$ cat src/rtl/common_types_pkg.sv
// Shared types for the memory request arbiter in front of axi_controller.
// Optional build macro: MEM_ARB_ROUND_ROBIN_EN (see mem_req_arbiter.sv).
package common_types_pkg;

   // Number of arbitrated clients.
   localparam int ARB_NCLIENTS = 2;

   // Widths of the latched request. Keep these equal to the arbiter's
   // ADDR_W / DATA_W parameters.
   localparam int ARB_ADDR_W = 32;
   localparam int ARB_DATA_W = 32;

   typedef enum logic [1:0] {
      ARB_IDLE,
      ARB_BUSY,
      ARB_RESP
   } arb_state_t;

   // Request held stable towards the controller for a whole transaction.
   typedef struct packed {
      logic                  read;
      logic [1:0]            write;
      logic [ARB_ADDR_W-1:0] addr;
      logic [ARB_DATA_W-1:0] store;
   } arb_req_t;

   // Build a latched request. A write takes precedence, so a client that
   // raises read and write together gets only the write.
   function automatic arb_req_t arb_make_req(
      input logic                  read,
      input logic [1:0]            write,
      input logic [ARB_ADDR_W-1:0] addr,
      input logic [ARB_DATA_W-1:0] store
   );
      arb_req_t r;
      r.read  = read & (write == 2'b00);
      r.write = write;
      r.addr  = addr;
      r.store = store;
      return r;
   endfunction

endpackage

$ cat src/rtl/mem_req_arbiter.sv
// Two-client request arbiter driving the request side of axi_controller.
// Client 0 = data memory, client 1 = instruction fetch. One request is
// granted and latched at a time; completion is returned as a one-cycle
// response pulse to the granted client.
// Build macro MEM_ARB_ROUND_ROBIN_EN: alternate priority on simultaneous
// requests; when undefined client 0 always wins a tie.
module mem_req_arbiter #(
   parameter int ADDR_W = 32,
   parameter int DATA_W = 32
) (
   input  logic              clk,
   input  logic              nrst,
   input  logic              c0_read,
   input  logic [1:0]        c0_write,
   input  logic [ADDR_W-1:0] c0_addr,
   input  logic [DATA_W-1:0] c0_store,
   output logic              c0_resp,
   input  logic              c1_read,
   input  logic [1:0]        c1_write,
   input  logic [ADDR_W-1:0] c1_addr,
   input  logic [DATA_W-1:0] c1_store,
   output logic              c1_resp,
   output logic [DATA_W-1:0] resp_load,
   output logic              m_read,
   output logic [1:0]        m_write,
   output logic [ADDR_W-1:0] m_addr,
   output logic [DATA_W-1:0] m_store,
   output logic              m_done,
   input  logic              m_ready,
   input  logic [DATA_W-1:0] m_load
);
   import common_types_pkg::*;

   arb_state_t        state_q, state_d;
   arb_req_t          req_q, req_d;
   logic              gnt_q, gnt_d;
   logic [DATA_W-1:0] load_q, load_d;
   logic              c0_valid, c1_valid;
   logic              win;
`ifdef MEM_ARB_ROUND_ROBIN_EN
   logic              last_q, last_d;
`endif

   assign c0_valid  = c0_read | (c0_write != 2'b00);
   assign c1_valid  = c1_read | (c1_write != 2'b00);
   assign resp_load = load_q;

   // Next-state, grant selection and controller/client outputs.
   always_comb begin
      state_d = state_q;
      req_d   = req_q;
      gnt_d   = gnt_q;
      load_d  = load_q;
`ifdef MEM_ARB_ROUND_ROBIN_EN
      last_d  = last_q;
      // On a tie the client that was not granted last time wins.
      if (c0_valid && c1_valid) win = ~last_q;
      else                      win = ~c0_valid;
`else
      // Fixed priority: client 1 only wins when client 0 is idle.
      win = ~c0_valid;
`endif
      m_read  = 1'b0;
      m_write = 2'b00;
      m_addr  = '0;
      m_store = '0;
      m_done  = 1'b0;
      c0_resp = 1'b0;
      c1_resp = 1'b0;

      case (state_q)
         ARB_IDLE: begin
            if (c0_valid || c1_valid) begin
               gnt_d   = win;
               state_d = ARB_BUSY;
`ifdef MEM_ARB_ROUND_ROBIN_EN
               last_d  = win;
`endif
               if (win)
                  req_d = arb_make_req(c1_read, c1_write,
                                       ARB_ADDR_W'(c1_addr), ARB_DATA_W'(c1_store));
               else
                  req_d = arb_make_req(c0_read, c0_write,
                                       ARB_ADDR_W'(c0_addr), ARB_DATA_W'(c0_store));
            end
         end
         ARB_BUSY: begin
            // Controller sees only the latch, never the live client inputs.
            m_read  = req_q.read;
            m_write = req_q.write;
            m_addr  = ADDR_W'(req_q.addr);
            m_store = DATA_W'(req_q.store);
            m_done  = m_ready;
            if (m_ready) begin
               load_d  = m_load;
               state_d = ARB_RESP;
            end
         end
         ARB_RESP: begin
            c0_resp = ~gnt_q;
            c1_resp = gnt_q;
            state_d = ARB_IDLE;
         end
         default: state_d = ARB_IDLE;
      endcase
   end

   // State, request latch, grant id and captured load data.
   always_ff @(posedge clk) begin
      if (!nrst) begin
         state_q <= ARB_IDLE;
         req_q   <= '0;
         gnt_q   <= 1'b0;
         load_q  <= '0;
`ifdef MEM_ARB_ROUND_ROBIN_EN
         last_q  <= 1'b1;
`endif
      end else begin
         state_q <= state_d;
         req_q   <= req_d;
         gnt_q   <= gnt_d;
         load_q  <= load_d;
`ifdef MEM_ARB_ROUND_ROBIN_EN
         last_q  <= last_d;
`endif
      end
   end

endmodule

$ cat config.mk
export PLATFORM = sky130hd
export DESIGN_NAME = mem_req_arbiter
export DESIGN_NICKNAME = d
export VERILOG_FILES = /design/src/rtl/common_types_pkg.sv /design/src/rtl/mem_req_arbiter.sv
export SDC_FILE = /design/constraint.sdc
export NUM_CORES = 1
export LEC_CHECK = 0
export BUFFER_PORTS_ARGS = -buffer_cell sky130_fd_sc_hd__buf_2
export CORE_AREA = 2 2 106 108
export DETAILED_ROUTE_END_ITERATION = 16
export DIE_AREA = 0 0 108 110
export PLACE_DENSITY = 0.8
export SLEW_MARGIN = 20
export SYNTH_ARGS = -nofsm -noshare
export SYNTH_HDL_FRONTEND = slang
export SYNTH_SLANG_ARGS = --single-unit
$ cat constraint.sdc
create_clock -name clk -period 4.8 [get_ports clk]
set_clock_uncertainty 0.2 [all_clocks]
set_input_delay 0.24 -clock clk [delete_from_list [all_inputs] [get_ports clk]]
set_output_delay 0.24 -clock clk [all_outputs]
set_load 0.01 [all_outputs]
# After elaboration in Yosys (flattened, before gate mapping)
# Cells that the tools add are included.
# totals
output_inout_bits,102
in_bits,169
latchBits,0
memories,0
register_bits,102
wordCells,37
rom_bits,0
ramBits,0
# classes
div,0
reduce_logical,9
add_sub_neg,0
n_mul,0
n_shift,0
order_cmp,0
muxes,11
bitwise_logic,6
n_eq_ne,4
# ops
operator,n
67-bit two-way mux,1
32-bit two-way mux,2
2-bit zero test,3
2-bit two-way mux,3
2-bit AND reduction,3
1-bit two-way mux,4
"2-bit inequality test, second input constant",2
2-bit case mux with 2 select lines,1
2-bit nonzero test,2
1-bit bitwise AND,2
"2-bit by 1-bit == test with 1-bit output, second input constant",1
"2-bit == test, second input constant",1
1-bit NOT,2
1-bit bitwise OR,2
1-bit logical OR,1

# Longest topological paths before layout
# logic_depth
ltp_word,5
ltp_mapped,5
mapped_depth_nobuf,4

# Worst setup path after synthesis
# Ideal clock, no wire load.
# synth_timing
kind,register -> output
from,register state_q[1]
to,output port m_addr[10]
n_path_buf,2
slack_ps,3191
t_required_ps,4360
t_arrival_ps,1169
path_stages_with_launch,5
path_cell_list,dfxtp_1 -> and2b_1 -> clkbuf_1 -> clkbuf_1 -> and2_1
# synth_via
elab_chain_len,2
# synth_lines
item,line_no,source
from (decl),mem_req_arbiter.sv:34,"arb_state_t state_q, state_d;"
from (signal assigned),mem_req_arbiter.sv:119,state_q <= state_d;
2-bit by 1-bit == test with 1-bit output,mem_req_arbiter.sv:71,case (state_q)
32-bit two-way mux,mem_req_arbiter.sv:71,
to (decl),mem_req_arbiter.sv:26,"output logic [ADDR_W-1:0] m_addr,"
# Every way passes these cells.

# Final worst setup path
# layout_timing
from,input port m_ready
to,output port m_done
# layout_via
elab_chain_len,1
# layout_lines
item,line_no,source
from (decl),mem_req_arbiter.sv:29,"input logic m_ready,"
1-bit two-way mux,mem_req_arbiter.sv:71,
to (decl),mem_req_arbiter.sv:28,"output logic m_done,"
# Every way passes these cells.

==> impl_metrics.env <==
export IMPL_setup_tns_ns=0
export IMPL_clk_latency_ns=0.36
export IMPL_hpwl_mm=9.951
export IMPL_setup_viol=0
export IMPL_die_w_um=108
export IMPL_ant_nets=0
export IMPL_postSynth_asyncResetShare_pct=0
export IMPL_grt_setup_unrepaired="no"
export IMPL_avgSynthCellArea_um2=9.815
export IMPL_rows=38
export IMPL_cp_arrival_ns=2.53
export IMPL_min_period_over_period_pct=61.93
export IMPL_cap_violations=0
export IMPL_viasPerCell=5.410
export IMPL_synth_edf_count=0
export IMPL_finalInstanceArea_mm2=0.007188
export IMPL_drive_gt1_share_pct=43.30
export IMPL_gp_congestion=0.8261
export IMPL_syn_nets=645
export IMPL_grt_overflow_total=0
export IMPL_ys_types=28
export IMPL_via_count=5172
export IMPL_utilization_pct=67.19
export IMPL_synth_xor_area_share_pct=0
export IMPL_die_area_mm2=0.01188
export IMPL_nets=977
export IMPL_wl_per_cell_um=17.45
export IMPL_initialDrtViolationCount=350
export IMPL_synth_top_family_by_area="compound AO/OA/AOI/OAI gates"
export IMPL_syn2layout_area_growth_pct=53.86
export IMPL_synthAdderAreaFrac_pct=0
export IMPL_tightest_slew_ns=1.004
export IMPL_hold_class="in -> reg"
export IMPL_drv_slew=0
export IMPL_cts_buffer_depth=2
export IMPL_core_mm2=0.01070
export IMPL_dpl_cell_area_mm2=0.006013
export IMPL_drtPass1Iterations=5
export IMPL_synth_seq_cells=102
export IMPL_yosysWarnings=0
export IMPL_p_leak_nw=3.309
export IMPL_clkPwrFrac_pct=26.9
export IMPL_die_height_um=110
export IMPL_outcome="complete, no violations"
export IMPL_ios=271
export IMPL_post_cts_repair_setup_buffers=0
export IMPL_hold_viol_final=0
export IMPL_start_util_pct=43.67
export IMPL_p_switching_uw=600.3
export IMPL_cts_sinks=102
export IMPL_clkTransAtPathRegs_ns=0.11
export IMPL_hold_depth=3
export IMPL_worstSetupEndpointType="output pin"
export IMPL_final_common_cell="buf_2"
export IMPL_cts_root_buf="clkbuf_8"
export IMPL_yosys_area_share_simple_pct=16.95
export IMPL_grt_pass1_vias=5161
export IMPL_crit_type="in -> out"
export IMPL_synth_mux_area_share_pct=0.6427
export IMPL_swShare_pct=30.26
export IMPL_synth_compound_area_share_pct=33.50
export IMPL_relSlewSlack_pct=33.07
export IMPL_wirelength_mm=16.68
export IMPL_cts_tree="yes"
export IMPL_ys_seq_area_share_pct=43.71
export IMPL_grt_usage_pct=26.27
export IMPL_power_mw=1.984
export IMPL_drc=0
export IMPL_grt_pass1_wl_mm=24.67
export IMPL_portBuffers=270
export IMPL_r2r_cells=4
export IMPL_htreeDepth=3
export IMPL_pwr_share_comb_pct=24.4
export IMPL_fmax_ghz=0.3364
export IMPL_antenna_found_initial=0
export IMPL_p_per_area_mw_per_mm2=276.0
export IMPL_grt_max_degree=69
export IMPL_syn_area_mm2=0.004672
export IMPL_postSynthCellCount=476
export IMPL_yosys_most_used_dff="dfxtp_1"
export IMPL_cp_start_kind="input port"
export IMPL_intPower_mw=1.384
export IMPL_ir_worst_vdd_v=0.0001875
export IMPL_period_needed_ns=2.973
export IMPL_reg2reg_slack_ns=2.34
export IMPL_pwr_share_seq_pct=48.7
export IMPL_required_ns=4.36
export IMPL_final_cell_mix="buf_2 (270), dfxtp_1 (102), dlygate4sd3_1 (97)"
export IMPL_cts_buffers=9
export IMPL_crit_fanout=34
-- power by group through the flow --
| stage | registers (mW) | logic [mW] | clock network (mW) |
|---|---|---|---|
| after floorplan | 0.976 | 0.250 | 0 |
| after global placement | 0.980 | 0.399 | 0 |
| after CTS | 0.964 | 0.476 | 0.544 |
| final | 0.967 | 0.483 | 0.534 |
| after detailed placement | 0.982 | 0.413 | 0 |
| after global routing | 0.974 | 0.520 | 0.584 |
-- final timing paths --
path / from / to
setup / recovery: m_ready / m_done
hold / removal: c0_addr[20] / req_q[52]$_SDFFE_PN0P_
setup reg to reg: state_q[1]$_SDFFE_PN0P_ / req_q[13]$_SDFFE_PN0P_
hold reg to reg: req_q[64]$_SDFFE_PN0P_ / req_q[64]$_SDFFE_PN0P_
-- registers in the layout, indices dropped and copies added (netlist names) --
signal and cells:
req_q 67, resp_load 32, state_q 2, gnt_q 1
-- routing by layer --
layer  part of all wire (%)  GRT usage, %  wire length [um]  vias up
li1                       -             -                 -     2434
met1                     37         28.81              6218     2403
met2                     52         46.99              8634      273
met3                    6.4         5.761              1065       62
met4                    4.6         15.02               760        0
met5                      0             0                 0        -
-- final cells by class --
cell class / count / area [um^2]
Tap cell: 140 / 175.2
Sequential cell: 102 / 2042
Clock buffer: 9 / 123.9
Multi-Input combinational cell: 321 / 2396
Antenna cell: 3 / 7.507
Clock inverter: 7 / 72.57
Timing Repair Buffer: 373 / 2367
Inverter: 1 / 3.754
Fill cell: 826 / 3510
-- cells in the mapped netlist (3+ instances only) --
library cell	n	area (um^2)
nor2_1	3	11.26
o221a_2	55	619.3
mux2i_1	3	30.03
buf_4	4	30.03
buf_2	23	115.1
nor3b_1	4	30.03
and2_1	68	425.4
nand2_1	67	251.5
dfxtp_1	102	2042
o21ai_0	3	15.01
a21boi_0	32	240.2
clkbuf_1	25	93.84
o31a_1	64	560.5
o221a_1	9	101.4
-- stage by stage --
stage                     setup slack (ns)  hold slack (ns)  instances
after global placement               1.921           0.2393        840
after global routing                 1.657          0.03918        953
after floorplan                      3.191           0.1849        476
after CTS                            1.844          0.04025        953
after detailed placement             1.836           0.2456        840
final                                1.827          0.05356        956
-- repair_timing --
action,in CTS,in global routing
endpoints found under the hold margin,97,0
setup endpoints to repair,0,0
hold buffers,97,0
gates resized for setup,0,0
-- kinds of logic after synthesis --
family | Yosys count
buf+inv | 53
flops | 102
mux | 3
simple gates | 151
compound gates | 167
-- worst max-delay path: stages --
cell and delay [ns]:
dlygate4sd3_1 0.52, buf_2 0.13, nand3b_1 0.07, buf_4 0.32, clkinv_1 0.81, buf_2 0.43
(Power assumes the default switching activity.)
